`src/rtl/mef_adub_limp_param.sv`:
```
// rtl/mef_adub_limp_param.sv - fertigation tank controller with timed mix/clean phases and sticky sensor fault
module mef_adub_limp_param #(
  parameter int LEVELS       = 3,
  parameter int MIX_CYCLES   = 16,
  parameter int CLEAN_CYCLES = 8,
  parameter int CNT_W        = 8
) (
  input  logic              clk,
  input  logic              reset,
  input  logic              asp,
  input  logic              adub,
  input  logic [LEVELS-1:0] nv,
  output logic              ve,
  output logic              mist,
  output logic              limp,
  output logic              fault,
  output logic [2:0]        state_o
);

  // Width needed to hold a sensor population count of 0..LEVELS.
  localparam int LVL_W = $clog2(LEVELS + 1);

  // Elaboration-time legality of the configuration.
  if (LEVELS < 1) begin : g_bad_levels
    $error("mef_adub_limp_param: LEVELS must be at least 1");
  end
  if (CNT_W < 1 || CNT_W > 32) begin : g_bad_cnt_w
    $error("mef_adub_limp_param: CNT_W must be in 1..32");
  end
  if (MIX_CYCLES < 1 || longint'(MIX_CYCLES) > ((longint'(1) << CNT_W) - 1)) begin : g_bad_mix
    $error("mef_adub_limp_param: MIX_CYCLES must be in 1..2^CNT_W-1");
  end
  if (CLEAN_CYCLES < 1 || longint'(CLEAN_CYCLES) > ((longint'(1) << CNT_W) - 1)) begin : g_bad_clean
    $error("mef_adub_limp_param: CLEAN_CYCLES must be in 1..2^CNT_W-1");
  end

  // Terminal counter values; phases end on equality, so the counter never wraps.
  localparam logic [CNT_W-1:0] MIX_LAST   = CNT_W'(MIX_CYCLES - 1);
  localparam logic [CNT_W-1:0] CLEAN_LAST = CNT_W'(CLEAN_CYCLES - 1);

  typedef enum logic [2:0] {
    S_IDLE  = 3'd0,
    S_FILL  = 3'd1,
    S_MIX   = 3'd2,
    S_APPLY = 3'd3,
    S_CLEAN = 3'd4,
    S_FAULT = 3'd5
  } state_t;

  state_t            state_q, state_d;
  logic [CNT_W-1:0]  cnt_q, cnt_d;

  logic [LVL_W-1:0]  lvl;
  logic [LEVELS-1:0] thermo;
  logic              valid;
  logic              empty;
  logic              full;

  // Level = number of wet sensors.
  always_comb begin
    lvl = '0;
    for (int i = 0; i < LEVELS; i++) begin
      lvl = lvl + LVL_W'(nv[i]);
    end
  end

  // Ideal thermometer pattern for that level; anything else means a sensor is lying.
  always_comb begin
    thermo = '0;
    for (int i = 0; i < LEVELS; i++) begin
      thermo[i] = (LVL_W'(i) < lvl);
    end
  end

  assign valid = (nv == thermo);
  assign empty = (lvl == '0);
  assign full  = (lvl == LVL_W'(LEVELS));

  // Next-state selection; an invalid sensor code overrides every other rule.
  always_comb begin
    state_d = state_q;
    if (!valid && state_q != S_FAULT) begin
      state_d = S_FAULT;
    end else begin
      case (state_q)
        S_IDLE: begin
          if (empty)           state_d = S_FILL;
          else if (asp && adub) state_d = S_MIX;
          else                 state_d = S_IDLE;
        end
        S_FILL: begin
          if (full) state_d = S_IDLE;
          else      state_d = S_FILL;
        end
        S_MIX: begin
          // An aborted mix still leaves fertiliser in the line, so it is flushed.
          if (!asp)                  state_d = S_CLEAN;
          else if (cnt_q == MIX_LAST) state_d = S_APPLY;
          else                       state_d = S_MIX;
        end
        S_APPLY: begin
          if (!asp || empty) state_d = S_CLEAN;
          else               state_d = S_APPLY;
        end
        S_CLEAN: begin
          if (cnt_q == CLEAN_LAST) state_d = empty ? S_FILL : S_IDLE;
          else                     state_d = S_CLEAN;
        end
        S_FAULT: state_d = S_FAULT;
        default: state_d = S_IDLE;
      endcase
    end
  end

  // Phase counter restarts on every state change and runs only in the timed phases.
  always_comb begin
    cnt_d = cnt_q;
    if (state_d != state_q) begin
      cnt_d = '0;
    end else if (state_q == S_MIX || state_q == S_CLEAN) begin
      cnt_d = cnt_q + 1'b1;
    end
  end

  // State, counter and actuator registers; outputs follow the registered state only.
  always_ff @(posedge clk or negedge reset) begin
    if (!reset) begin
      state_q <= S_IDLE;
      cnt_q   <= '0;
      ve      <= 1'b0;
      mist    <= 1'b0;
      limp    <= 1'b0;
      fault   <= 1'b0;
    end else begin
      state_q <= state_d;
      cnt_q   <= cnt_d;
      ve      <= (state_d == S_FILL);
      mist    <= (state_d == S_MIX);
      limp    <= (state_d == S_CLEAN);
      fault   <= (state_d == S_FAULT);
    end
  end

  assign state_o = state_q;

endmodule
```
`config.mk`:
```
export PLATFORM = sky130hd
export DESIGN_NAME = mef_adub_limp_param
export DESIGN_NICKNAME = d
export VERILOG_FILES = /design/src/rtl/mef_adub_limp_param.sv
export SDC_FILE = /design/constraint.sdc
export NUM_CORES = 1
export LEC_CHECK = 0
export CORE_MARGIN = 5
export CORE_UTILIZATION = 50
export DETAILED_ROUTE_END_ITERATION = 10
export PLACE_DENSITY = 0.83
export SYNTH_ARGS = -nofsm -noshare
export SYNTH_HDL_FRONTEND = slang
export SYNTH_SLANG_ARGS = --single-unit
```
`constraint.sdc`:
```
create_clock -name clk -period 5.55 [get_ports clk]
set_input_delay 1.665 -clock clk [delete_from_list [all_inputs] [get_ports clk]]
set_output_delay 1.665 -clock clk [all_outputs]
set_load 0.01 [all_outputs]
```
==> results.md <==
- CP required: 5700 ps
- Top-count cell post-synth: dfrtp_1
- Flops & latches, synth: 15
- Synth cell count leaders: 15 x dfrtp_1, 8 x a211oi_1, 5 x nand2_1, 5 x nor2_1, 5 x xor2_1
- CTS buffer count: 3
- Inst Count DP: approximately 130
- Seq/Total Area, Yosys: a little under two fifths
- Via density: 5.89
- Starting density of the core: between 50 and 60%
- Hold path cells: 2
- VDD IR max: about 0.22 mV
- Post-Synthesis Cells: 93
- GPL Wtd Cong: between 0.8 and 0.9
- Worst min path class: flop to flop
- Syn avg cell area: 10.6 um^2
- First-pass GRT wire length: roughly 3600 um
- Drt drc: 0
- Ys async rst share: between 90% and 100%
- Ports: 14
- WP depth: 7
- Final worst path period need: 3880 ps
- Leak: approximately 0.45 nW
- Number of buffers and inverters on the critical path: 1
- Worst setup path category: input pin to flop
- Detailed Place HPWL: roughly 1600 um
- Max-slew violations: 0
- Synth Flop Type: dfrtp_1
- RSZ-0062 raised after global routing: no
- Clock sinks: 15
- Crit-path max FO: 8
- Yosys warnings: 0
- Tcrit/Tclk final: a little over two thirds
- Arr. time, crit path: roughly 4000 ps
- Fin. Hold Viols: 0
- Max Freq: around 260 MHz
- Worst-Margin Slew: 639 ps
- Kind of cell adding the most delay to the critical path: compound AO/OA/AOI/OAI gates
- Area contributors post-synth: dfrtp_1 38%, a211oi_1 6.1%, xor2_1 4.5%
- P&R area growth vs syn: 15.5%
- Pin count of the biggest net entering global routing: 16
- Worst clock skew: about 6.3 ps
- Worst-path clk slew: around 90 ps
- Hold_ws: 604 ps
- Proportion of layout cells with a drive suffix above 1: 16.2%
- Post-route ant nets: 0
- Crit-path max cell delay: around 600 ps
- Status: completed
- Slew headroom: 57.2%
- Gr usage total: between 10% and 20%
- Cell area after synthesis: slightly below 1000 um^2
- CP Cell Sequence: clkdlybuf4s50_1, fa_1, nor2_1, or3b_2, o211a_1, o31ai_4, a211oi_1
- Vias post-DR: approximately 800
- Die ar.: 2950 um^2
- Rows: 16
- CP Launch Type: input pin
- Post-CTS setup buffer count: 0
- Count of input and output buffers: 13
- Detailed Routing Iterations Pass 1: 4
- CTS tree: done
- Core Box Area: 1920 um^2
- CP max stage cell: fa_1
- Initial antenna violation count: 0
- Setup TNS: 0 ps
- Final net count: 115
- Unique masters post-synth: 42
- Fin cells: about 130
- Vias in the first global route: approximately 760
- Inserted Diodes: 0
- Number of DRC markers in iteration 0: 31
- Max-cap violation count: 0
- Resized Gates After CTS: 0
- Clock Latency Late Sink: ~290 ps
- Pwr Density: ~220 nW/um^2
- CTS root buf: clkbuf_4
- Syn_nets: around 100
- Final setup viols: 0
- Clock tree buffer depth: 2
- Number of synthesized flops with an enable pin: 0
- FILL cells: approximately 170
- Post-synth top area share: 38.2%
- FF-to-FF path depth: 4
- Die W: 54.3 um
- Die Span Y: around 54 um
- # hold bufs at CTS: 0
- WL/cell: around 15 um
- CTS H-tree lvls: 1
- Gr ovfl total: 0
- Crit end category: flop
- Area leader, netlist: dfrtp_1
- Routed wire length: between 2000 and 2500 um
==> flip-flops by register name, indices dropped and copies added (netlist names) <==
name     count
cnt_q        8
state_o      3
fault        1
limp         1
mist         1
ve           1
==> power breakdown <==
part	total (W)	switching [W]	internal [W]
combinational	0.0000574	0.0000281	0.0000293
clock	0.0000628	0.0000354	0.0000274
sequential	0.000130	0.0000110	0.000119
total	0.000251	0.0000745	0.000176
==> layout by cell type (no fill, tap or decap), types with 2 or more instances in the layout <==
cell type / count
nor3_1: 3
clkbuf_4: 3
inv_1: 4
a211oi_1: 8
xnor2_1: 4
a21oi_1: 2
a211o_1: 2
dfrtp_1: 15
clkdlybuf4s50_1: 13
and3_1: 4
or3b_2: 2
nand2_1: 5
nand4_1: 2
nor2_1: 5
xor2_1: 5
==> metrics by stage <==
step                setup slack [ps]  utilization (%)  power [W]  instance area [um^2]
finish                          1670             59.0   0.000251                  1130
global route                    1560             59.0   0.000269                  1130
CTS                             1670             59.0   0.000253                  1130
detailed placement              1360             57.5   0.000190                  1100
global placement                1420             57.5   0.000187                  1100
floorplan                       1980                -   0.000168                   982
==> final cells by class <==
cell class | instances | area, um^2 | share of cell area, %
Clock inverter | 1 | 7.51 | 0.662
Sequential cell | 15 | 375 | 33.1
Clock buffer | 3 | 22.5 | 1.98
Inverter | 4 | 15.0 | 1.32
Tap cell | 27 | 33.8 | 2.98
Timing Repair Buffer | 13 | 130 | 11.5
Multi-Input combinational cell | 69 | 551 | 48.5
==> kinds of logic after synthesis <==
family / count (synthesis) / synth area share, %
xor gates and xnor gates: 9 / 8.02
and+or+nand+nor: 34 / 22.5
buffers and inverters: 9 / 5.73
adders and majority gates: 2 / 3.31
AOI/OAI and AO/OA: 23 / 21.1
muxes: 1 / 1.02
DFF: 15 / 38.2
==> final timing paths <==
path	slack [ps]	end	from
setup reg to reg	3460	limp$_DFF_PN0_	state_o[0]$_DFF_PN0_
max in group asynchronous	3400	cnt_q[7]$_DFFE_PN0P_	reset
hold reg to reg	600	cnt_q[6]$_DFFE_PN0P_	cnt_q[6]$_DFFE_PN0P_
min in group asynchronous	1750	cnt_q[5]$_DFFE_PN0P_	reset
hold / removal	600	cnt_q[6]$_DFFE_PN0P_	cnt_q[6]$_DFFE_PN0P_
setup / recovery	1670	cnt_q[4]$_DFFE_PN0P_	nv[0]
==> worst reg2reg max path: cells and delay by family, from the launching register on <==
| kind | cells | cell delay, ps |
|---|---|---|
| flops | 1 | 590 |
| compound gates | 3 | 930 |
| simple gates | 1 | 510 |
==> metal layers <==
metal / part of all wire (%) / up-vias / routed length (um) / GRT usage [%]
met5: 0 / - / 0 / 0
met4: 0 / 0 / 0 / 2.90
met3: 5.1 / 0 / 103 / 5.99
met2: 52 / 18 / 1050 / 28.5
met1: 43 / 384 / 879 / 21.7
li1: - / 376 / - / -
No activity file was read; power rests on OpenSTA's default activity.
